===== config.mk =====
export PLATFORM = sky130hd
export DESIGN_NAME = mdu_iter
export DESIGN_NICKNAME = d
export VERILOG_FILES = /design/src/rtl/mdu_iter.sv
export SDC_FILE = /design/constraint.sdc
export NUM_CORES = 1
export LEC_CHECK = 0
export BUFFER_PORTS_ARGS = -buffer_cell sky130_fd_sc_hd__buf_2
export CORE_MARGIN = 3
export CORE_UTILIZATION = 35
export CTS_BUF_LIST = sky130_fd_sc_hd__clkbuf_16
export DETAILED_ROUTE_END_ITERATION = 12
export PLACE_DENSITY = 0.61
export SYNTH_ARGS = -nofsm -noshare
export SYNTH_HDL_FRONTEND = slang
export SYNTH_SLANG_ARGS = --single-unit

===== constraint.sdc =====
create_clock -name clk -period 7.3 [get_ports clk]
set_input_delay 1.825 -clock clk [delete_from_list [all_inputs] [get_ports clk]]
set_output_delay 1.825 -clock clk [all_outputs]
set_load 0.005 [all_outputs]

===== src/rtl/mdu_iter.sv =====
// Iterative RV32M multiply/divide unit: radix-2 shift-add multiply, restoring divide.
// Latency: 34 cycles for normal ops, 2 cycles on the fast path.
// No queuing; start is taken only while busy=0; kill and rst_n drop the op.
//
// Ports: clk, rst_n (sync, active-low); start/funct3/rd/op_a/op_b request;
//        kill flush; busy, done pulse, result; wb_we/wb_addr/wb_data regfile write;
//        illegal pulse (unsupported op).
// Build option: define MDU_DIV_EN for DIV/DIVU/REM/REMU. Without it the divider is
// compiled out and divide ops finish on the fast path with illegal=1.
module mdu_iter #(
   parameter int WIDTH = 32
) (
   input  logic             clk,
   input  logic             rst_n,
   input  logic             start,
   input  logic [2:0]       funct3,
   input  logic [4:0]       rd,
   input  logic [WIDTH-1:0] op_a,
   input  logic [WIDTH-1:0] op_b,
   input  logic             kill,
   output logic             busy,
   output logic             done,
   output logic [WIDTH-1:0] result,
   output logic             wb_we,
   output logic [4:0]       wb_addr,
   output logic [WIDTH-1:0] wb_data,
   output logic             illegal
);

   localparam int CW = $clog2(WIDTH);
   localparam logic [CW-1:0] LAST = CW'(WIDTH - 1);

   typedef enum logic [1:0] {
      S_IDLE,
      S_CALC,
      S_FIXUP,
      S_DONE
   } state_t;

   state_t               state;
   logic [2:0]           fn_q;
   logic [4:0]           rd_q;
   logic [WIDTH-1:0]     b_q;       // multiplicand or divisor magnitude
   logic                 neg_q;
   logic                 fast_q;
   logic [CW-1:0]        count;
   // Multiply: {partial product, multiplier}. Divide: {remainder, quotient/dividend}.
   logic [2*WIDTH-1:0]   acc;

   // ---------------- capture-time operand conditioning ----------------
   logic                 a_signed, b_signed, sa, sb;
   logic [WIDTH-1:0]     cap_a, cap_b;
   logic                 cap_neg, cap_fast;
`ifdef MDU_DIV_EN
   logic [WIDTH-1:0]     cap_fast_res;
   logic [WIDTH-1:0]     fast_res_q;
`endif

   always_comb begin
      a_signed = 1'b0;
      b_signed = 1'b0;
      case (funct3)
         3'b001: begin a_signed = 1'b1; b_signed = 1'b1; end
         3'b010: a_signed = 1'b1;
`ifdef MDU_DIV_EN
         3'b100, 3'b110: begin a_signed = 1'b1; b_signed = 1'b1; end
`endif
         default: ;
      endcase
      sa      = a_signed & op_a[WIDTH-1];
      sb      = b_signed & op_b[WIDTH-1];
      cap_a   = sa ? -op_a : op_a;
      cap_b   = sb ? -op_b : op_b;
      // Remainder takes the dividend's sign; everything else the XOR.
      cap_neg = (funct3 == 3'b110) ? sa : (sa ^ sb);
      cap_fast = 1'b0;
`ifdef MDU_DIV_EN
      cap_fast_res = '0;
      if (funct3[2]) begin
         if (op_b == '0) begin
            cap_fast     = 1'b1;
            cap_fast_res = funct3[1] ? op_a : '1;
         end else if (!funct3[0] && op_a == {1'b1, {(WIDTH-1){1'b0}}} && op_b == '1) begin
            // Signed overflow: quotient is the dividend, remainder is zero.
            cap_fast     = 1'b1;
            cap_fast_res = funct3[1] ? '0 : op_a;
         end
      end
`else
      if (funct3[2]) cap_fast = 1'b1;
`endif
   end

   // ---------------- one iteration ----------------
   logic [WIDTH:0]       mul_sum;
   logic [2*WIDTH-1:0]   acc_next;
`ifdef MDU_DIV_EN
   logic [WIDTH:0]       div_part, div_diff;
`endif

   always_comb begin
      // Add multiplicand into the high half when the current multiplier bit is set,
      // then shift right; the carry becomes the new top bit.
      mul_sum  = {1'b0, acc[2*WIDTH-1:WIDTH]} + {1'b0, (acc[0] ? b_q : {WIDTH{1'b0}})};
      acc_next = {mul_sum, acc[WIDTH-1:1]};
`ifdef MDU_DIV_EN
      // Shift in the next dividend bit and try to subtract the divisor.
      div_part = acc[2*WIDTH-1:WIDTH-1];
      div_diff = div_part - {1'b0, b_q};
      if (fn_q[2]) begin
         if (!div_diff[WIDTH])
            acc_next = {div_diff[WIDTH-1:0], acc[WIDTH-2:0], 1'b1};
         else
            acc_next = {div_part[WIDTH-1:0], acc[WIDTH-2:0], 1'b0};
      end
`endif
   end

   // ---------------- sign fixup and word select ----------------
   logic [2*WIDTH-1:0]   prod_fix;
   logic [WIDTH-1:0]     fix_res;
`ifdef MDU_DIV_EN
   logic [WIDTH-1:0]     div_word;
`endif

   always_comb begin
      // High-word products need the full 64-bit negate, not a negate of the word.
      prod_fix = neg_q ? -acc : acc;
      fix_res  = (fn_q[1:0] == 2'b00) ? prod_fix[WIDTH-1:0] : prod_fix[2*WIDTH-1:WIDTH];
`ifdef MDU_DIV_EN
      div_word = fn_q[1] ? acc[2*WIDTH-1:WIDTH] : acc[WIDTH-1:0];
      if (fn_q[2]) fix_res = neg_q ? -div_word : div_word;
      if (fast_q)  fix_res = fast_res_q;
`else
      if (fast_q)  fix_res = '0;
`endif
   end

   // ---------------- control ----------------
   always_ff @(posedge clk) begin
      if (!rst_n) begin
         state   <= S_IDLE;
         busy    <= 1'b0;
         done    <= 1'b0;
         result  <= '0;
         wb_we   <= 1'b0;
         wb_addr <= '0;
         wb_data <= '0;
         illegal <= 1'b0;
         fn_q    <= '0;
         rd_q    <= '0;
         b_q     <= '0;
         neg_q   <= 1'b0;
         fast_q  <= 1'b0;
         count   <= '0;
         acc     <= '0;
`ifdef MDU_DIV_EN
         fast_res_q <= '0;
`endif
      end else begin
         done    <= 1'b0;
         wb_we   <= 1'b0;
         illegal <= 1'b0;
         if (kill) begin
            // Flush wins over everything, including a same-edge start.
            state <= S_IDLE;
            busy  <= 1'b0;
         end else begin
            case (state)
               S_IDLE, S_DONE: begin
                  if (start) begin
                     fn_q   <= funct3;
                     rd_q   <= rd;
                     b_q    <= cap_b;
                     neg_q  <= cap_neg;
                     fast_q <= cap_fast;
                     acc    <= {{WIDTH{1'b0}}, cap_a};
                     count  <= '0;
                     busy   <= 1'b1;
`ifdef MDU_DIV_EN
                     fast_res_q <= cap_fast_res;
`endif
                     // Fast path skips iteration but still spends one cycle in
                     // FIXUP so the result leaves through the same registers.
                     state  <= cap_fast ? S_FIXUP : S_CALC;
                  end else begin
                     state  <= S_IDLE;
                  end
               end
               S_CALC: begin
                  acc   <= acc_next;
                  count <= count + 1'b1;
                  if (count == LAST) state <= S_FIXUP;
               end
               S_FIXUP: begin
                  result  <= fix_res;
                  wb_data <= fix_res;
                  wb_addr <= rd_q;
                  done    <= 1'b1;
                  busy    <= 1'b0;
`ifdef MDU_DIV_EN
                  wb_we   <= (rd_q != '0);
`else
                  wb_we   <= (rd_q != '0) & ~fn_q[2];
                  illegal <= fn_q[2];
`endif
                  state   <= S_DONE;
               end
               default: state <= S_IDLE;
            endcase
         end
      end
   end

endmodule

Yosys cells after proc, flatten, opt, wreduce, memory -nomap -nowiden

Index checks and enable logic that the tools add are counted.

Register bits: 154
Input port bits: 76
Output and inout bits: 73
Word-level logic and storage cells: 70

Add/subtract/negate cells: 5
Equality and inequality tests: 9
Mux-type cells: 21
Bitwise gates (word level): 8
Reduce and logical (&&, ||, !) cells: 13

Operator list:

| kind                  | number |
|---|---|
| $mux W32              | 5 |
| $mux W64              | 2 |
| $pmux W64 S2          | 1 |
| $neg A32 Y32          | 2 |
| $neg A64 Y64          | 1 |
| $add A32 B32 Y33      | 1 |
| $pmux W5 S2           | 1 |
| $mux W1               | 6 |
| $mux W2               | 3 |
| $pmux W2 S3           | 1 |
| $reduce_and A3 Y1     | 2 |
| $reduce_or A2 Y1      | 3 |
| $add A5 B1 Y5 const B | 1 |
| $eq A5 B5 Y1 const B  | 1 |
| $mux W5               | 1 |
| $reduce_bool A5 Y1    | 1 |
| $eq A2 B2 Y1 const B  | 2 |
| $logic_not A2 Y1      | 2 |
| $ne A2 B2 Y1 const B  | 2 |
| $not A1 Y1            | 4 |
| $reduce_and A2 Y1     | 2 |
| $reduce_bool A2 Y1    | 2 |
| $and A1 B1 Y1         | 3 |
| $eq A3 B1 Y1 const B  | 1 |
| other kinds (6)       | 6 |

Depth between registers and ports, before layout

Depth in word-level cells: 7
Mapped depth: 15
Gate-level depth less buffers: 13

Least setup slack after synthesis

Ideal clock, no wire load.

Kind: input port to flip-flop
Start: input op_b[8]
End: register b_q[25]
Library setup time: 0.116 ns
Data arrival time: 3.936 ns
Required time: 7.184 ns
Path slack: 3.248 ns
Stages: 8
Path buffers: 0
Path through: or4_1 > or4_1 > nor3_2 > nand3_2 > o31ai_1 > xor2_1 > nand2_1 > o211a_1

Longest elaborated chain between the ends: 2

RTL lines:

| what                   | RTL line | source |
|---|---|---|
| start: declaration     | 19       | `input logic [WIDTH-1:0] op_b,` |
| $neg A32 Y32           | 73       | `cap_b = sb ? -op_b : op_b;` |
| $mux W32               | 73       |  |
| end signal: assignment | 174      | `b_q <= cap_b;` |
| end: declaration       | 43       | `logic [WIDTH-1:0] b_q;` |

No other way between the ends.
A chain may end at the register's enable or synchronous reset.

Final worst setup path

Start: input op_a[5]
End: register acc[26]

Longest elaborated chain between the ends: 4

RTL lines:

| what                   | RTL line | source |
|---|---|---|
| start: declaration     | 18       | `input logic [WIDTH-1:0] op_a,` |
| $neg A32 Y32           | 72       | `cap_a = sa ? -op_a : op_a;` |
| $mux W32               | 72       |  |
| $mux W64               | 171      | `if (start) begin` |
| $pmux W64 S2           | 169      | `case (state)` |
| end signal: assignment | 177      | `acc <= {{WIDTH{1'b0}}, cap_a};` |
| end signal: assignment | 191      | `acc <= acc_next;` |
| end: declaration       | 48       | `logic [2*WIDTH-1:0] acc;` |

No other way between the ends. The select of a mux whose other input is x is not followed.

==> impl_metrics.py <==
metrics = {
    "worst_setup_path": {
        "crit_start": "op_a[5]",
        "crit_type": "in -> reg",
        "cp_slowest_cell": "or4_1",
        "critPathCaptureType": "flop",
        "worst-path-buf-inv": 1,
        "path_max_fanout": 5,
        "reg2reg_setup_slack_ns": 3.62,
        "start_kind": "input pin",
        "r2r-end": "acc[59]",
        "cpPeakStageDelay_ns": 0.60,
        "cp.depth": 10,
        "cp_cell_sequence": "buf_2 -> or4_1 -> nor4_1 -> and2_1 -> nor2b_1 -> a21oi_1 -> xnor2_1 -> o21ai_0 -> nand2_1 -> a21boi_0",
        "endpoint": "acc[26]",
        "critical_path.top_delay_family": "simple AND/OR/NAND/NOR gates",
        "ff2ff_path_depth": 14,
        "critPathRequiredTime_ns": 7.67,
        "r2r-start": "acc[0]",
        "worstPathArrival_ns": 4.36,
    },
    "logic_synthesis": {
        "synth_ff_type": "dfxtp_1",
        "yosysWarnings": 0,
        "synth_fp_nets": 1569,
        "synth_area_sq_um": 10900,
        "synth_top_family_by_area": "simple AND/OR/NAND/NOR gates",
        "synth_xor_xnor_area_share": 0.0992,
        "seq_area_frac_synth": 0.280,
        "postSynthAreaPerCell_sq_um": 7.54,
        "yosys.area_share.simple": 0.256,
        "muxShareOfSynthArea": 0.00640,
        "synth_cells": 1453,
        "async_flop_share": 0,
        "synth-compound-area-share": 0.251,
        "synth-adder-area-share": 0.0464,
        "synth-edff-count": 0,
        "ys_seq_elements": 153,
        "ys_types": 71,
    },
    "die": {
        "row_count": 64,
        "initial_core_util": 0.356,
        "die_width_microns": 183,
        "die_h_microns": 183,
        "die-area_sq_um": 33400,
        "ios": 149,
        "core_sq_um": 30700,
    },
    "pwr": {
        "netSwitchingFraction": 0.306,
        "seqPwrFrac": 0.428,
        "report.power.total_mw": 2.11,
        "intPower_mw": 1.46,
        "p_leak_nw": 5.10,
        "pwr-share-comb": 0.160,
        "powerDensity_nw_per_um2": 172,
        "clockPowerShare": 0.412,
        "peakVddDrop_mv": 0.128,
        "switchingPower_mw": 0.646,
    },
    "route": {
        "drc": 0,
        "first_pass_iters": 5,
        "dr.first_iter.drc_count": 835,
        "ant_nets": 0,
        "routed-via-count": 10558,
        "wl_per_cell_microns": 16.6,
        "routed_wl_microns": 31900,
        "viasPerCell": 5.49,
    },
    "clock_network": {
        "clkTransAtPathRegs_ns": 0.08,
        "root_buffer": "clkbuf_16",
        "cts_setup_buffers": 0,
        "tritoncts": "built",
        "cts_buffers": 17,
        "cts-resized-gates": 0,
        "clk_path_buf_depth": 2,
        "clk_latency_ns": 0.45,
        "htree_levels": 4,
        "numClockSinks": 153,
        "ctsHoldBuffers": 0,
    },
    "global_routing": {
        "grt_use_total": 0.186,
        "grt_pass1_vias": 9492,
        "grt_overflow": 0,
        "antenna_found_initial": 1,
        "grt_start_max_net_pins": 76,
        "grt_pass1_wl_microns": 50700,
    },
    "timing": {
        "rsz0062_at_grt": "false",
        "finalCritPeriodShare": 0.547,
        "drv_slew": 0,
        "holdWs_ns": 0.461,
        "fin_worst_skew_ns": 0.0161,
        "slew_headroom": 0.220,
        "worstMarginPinSlew_ns": 1.17,
        "setup_tns_ns": 0,
        "hold_viol_final": 0,
        "clock.fmax_mhz": 250,
        "worst_slack_ns": 3.31,
        "fin_crit_ns": 3.99,
        "setup_viol": 0,
    },
    "hold_path": {
        "hp-class": "reg -> reg",
        "worstHoldPathCells": 2,
    },
    "final_layout": {
        "areaGrowthSynthToFinish_pct": 12.3,
        "layout_commonest_cell": "nand2_1",
        "fin_util": 0.400,
        "nNetsFinal": 1630,
        "final_cells": 1922,
        "layout_common_cells": "nand2_1 (224), dfxtp_1 (152), buf_2 (148), o21ai_0 (122)",
        "drive_gt1_frac": 0.145,
        "fin_area_sq_um": 12300,
        "insertedDiodeCount": 0,
    },
    "placement": {
        "hpwl_microns": 23900,
        "placed_area_sq_um": 11700,
        "dp.cells": 1891,
        "port_buffers": 148,
        "gp_congestion": 0.930,
        "dpl_worst_slack_ns": 2.90,
    },
    "job": {
        "drv_cap": 0,
    },
    "status": {
        "status": "finished clean",
    },
}
==> worst min-delay path by stage <==
stage | start | slack [ns] | endpoint
after global routing | wb_data[4] | 0.49 | wb_data[4]
after detailed placement | wb_addr[2] | 0.46 | wb_addr[2]
after CTS | wb_addr[2] | 0.47 | wb_addr[2]
after global placement | b_q[31] | 0.45 | b_q[31]
final | wb_data[4] | 0.46 | wb_data[4]
after floorplan | b_q[0] | 0.44 | b_q[0]
==> cell usage after synthesis (all sizes together) (4+ instances only) <==
| master | count | area (sq um) |
|---|---|---|
| or3 | 18 | 113 |
| o31ai | 24 | 185 |
| xnor2 | 67 | 587 |
| a21oi | 84 | 420 |
| o21bai | 7 | 52.6 |
| nor2b | 25 | 156 |
| nor3 | 34 | 175 |
| a31oi | 11 | 68.8 |
| o221ai | 6 | 52.6 |
| mux2i | 7 | 70.1 |
| a22oi | 25 | 188 |
| nand3b | 7 | 52.6 |
| or4 | 14 | 113 |
| buf | 36 | 256 |
| nand4 | 12 | 96.3 |
| clkbuf | 82 | 308 |
| and2 | 44 | 275 |
| nor2 | 85 | 319 |
| o41ai | 12 | 124 |
| o211a | 24 | 240 |
| xor2 | 57 | 499 |
| nor4 | 13 | 115 |
| a21o | 16 | 120 |
| nand3 | 50 | 255 |
| o211ai | 4 | 30.0 |
| a211oi | 9 | 67.6 |
| and3 | 7 | 43.8 |
| nand2b | 12 | 82.6 |
| nand2 | 224 | 841 |
| o2111ai | 4 | 35.0 |
| ha | 39 | 488 |
| or2 | 8 | 52.6 |
| o21ai | 128 | 641 |
| a21boi | 41 | 308 |
| dfxtp | 153 | 3060 |
| inv | 27 | 101 |
==> sequential cells by signal (all words and copies together), names as in the netlist <==
name and count:
acc 64, b_q 32, neg_q 1, rd_q 5, busy 1, state 2
count 5, illegal 1, done 1, wb_data 32, wb_addr 5, wb_we 1
fn_q 3
==> cell families (layout without fill, tap and decap cells) <==
logic type | after synthesis | after routing
buf+inv | 145 | 218
fa+ha+maj | 40 | 40
mux | 7 | 7
compound gates | 420 | 420
flops | 153 | 153
simple gates | 564 | 564
xor+xnor | 124 | 124
==> power groups by stage <==
stage	Combinational [mW]	Sequential, mW	Clock [mW]
after global routing	0.377	0.907	0.906
after global placement	0.332	0.920	0
final	0.338	0.903	0.869
after floorplan	0.238	0.905	0
after CTS	0.337	0.902	0.877
after detailed placement	0.336	0.921	0
==> worst reg2reg max path: stages (launching register included) <==
cell and delay [ns]:
dfxtp_1 0.45, buf_4 0.32, and2_1 0.20, ha_1 0.19, inv_1 0.06, fa_1 0.40
nor2b_1 0.17, o2111ai_1 0.15, nand2_1 0.13, a31o_2 0.24, a31oi_1 0.13, o21ai_0 0.52
a21oi_1 0.18, xnor2_1 0.16, a32o_1 0.26
==> area by class of cell <==
class                   count  area, sq um
clock buffers              17          425
well taps                 396          495
flip-flops and latches    153         3060
fillers                  3196        18500
multi-input cells        1155         7250
repair buffers            160          831
clock inverters            14          125
inverters                  27          101
==> routing by layer <==
metal	part of all wire	track usage
met5	0	0
met2	0.44	0.294
met3	0.053	0.0262
met4	0.018	0.0506
met1	0.49	0.267
No activity file was read; power rests on OpenSTA's default activity.
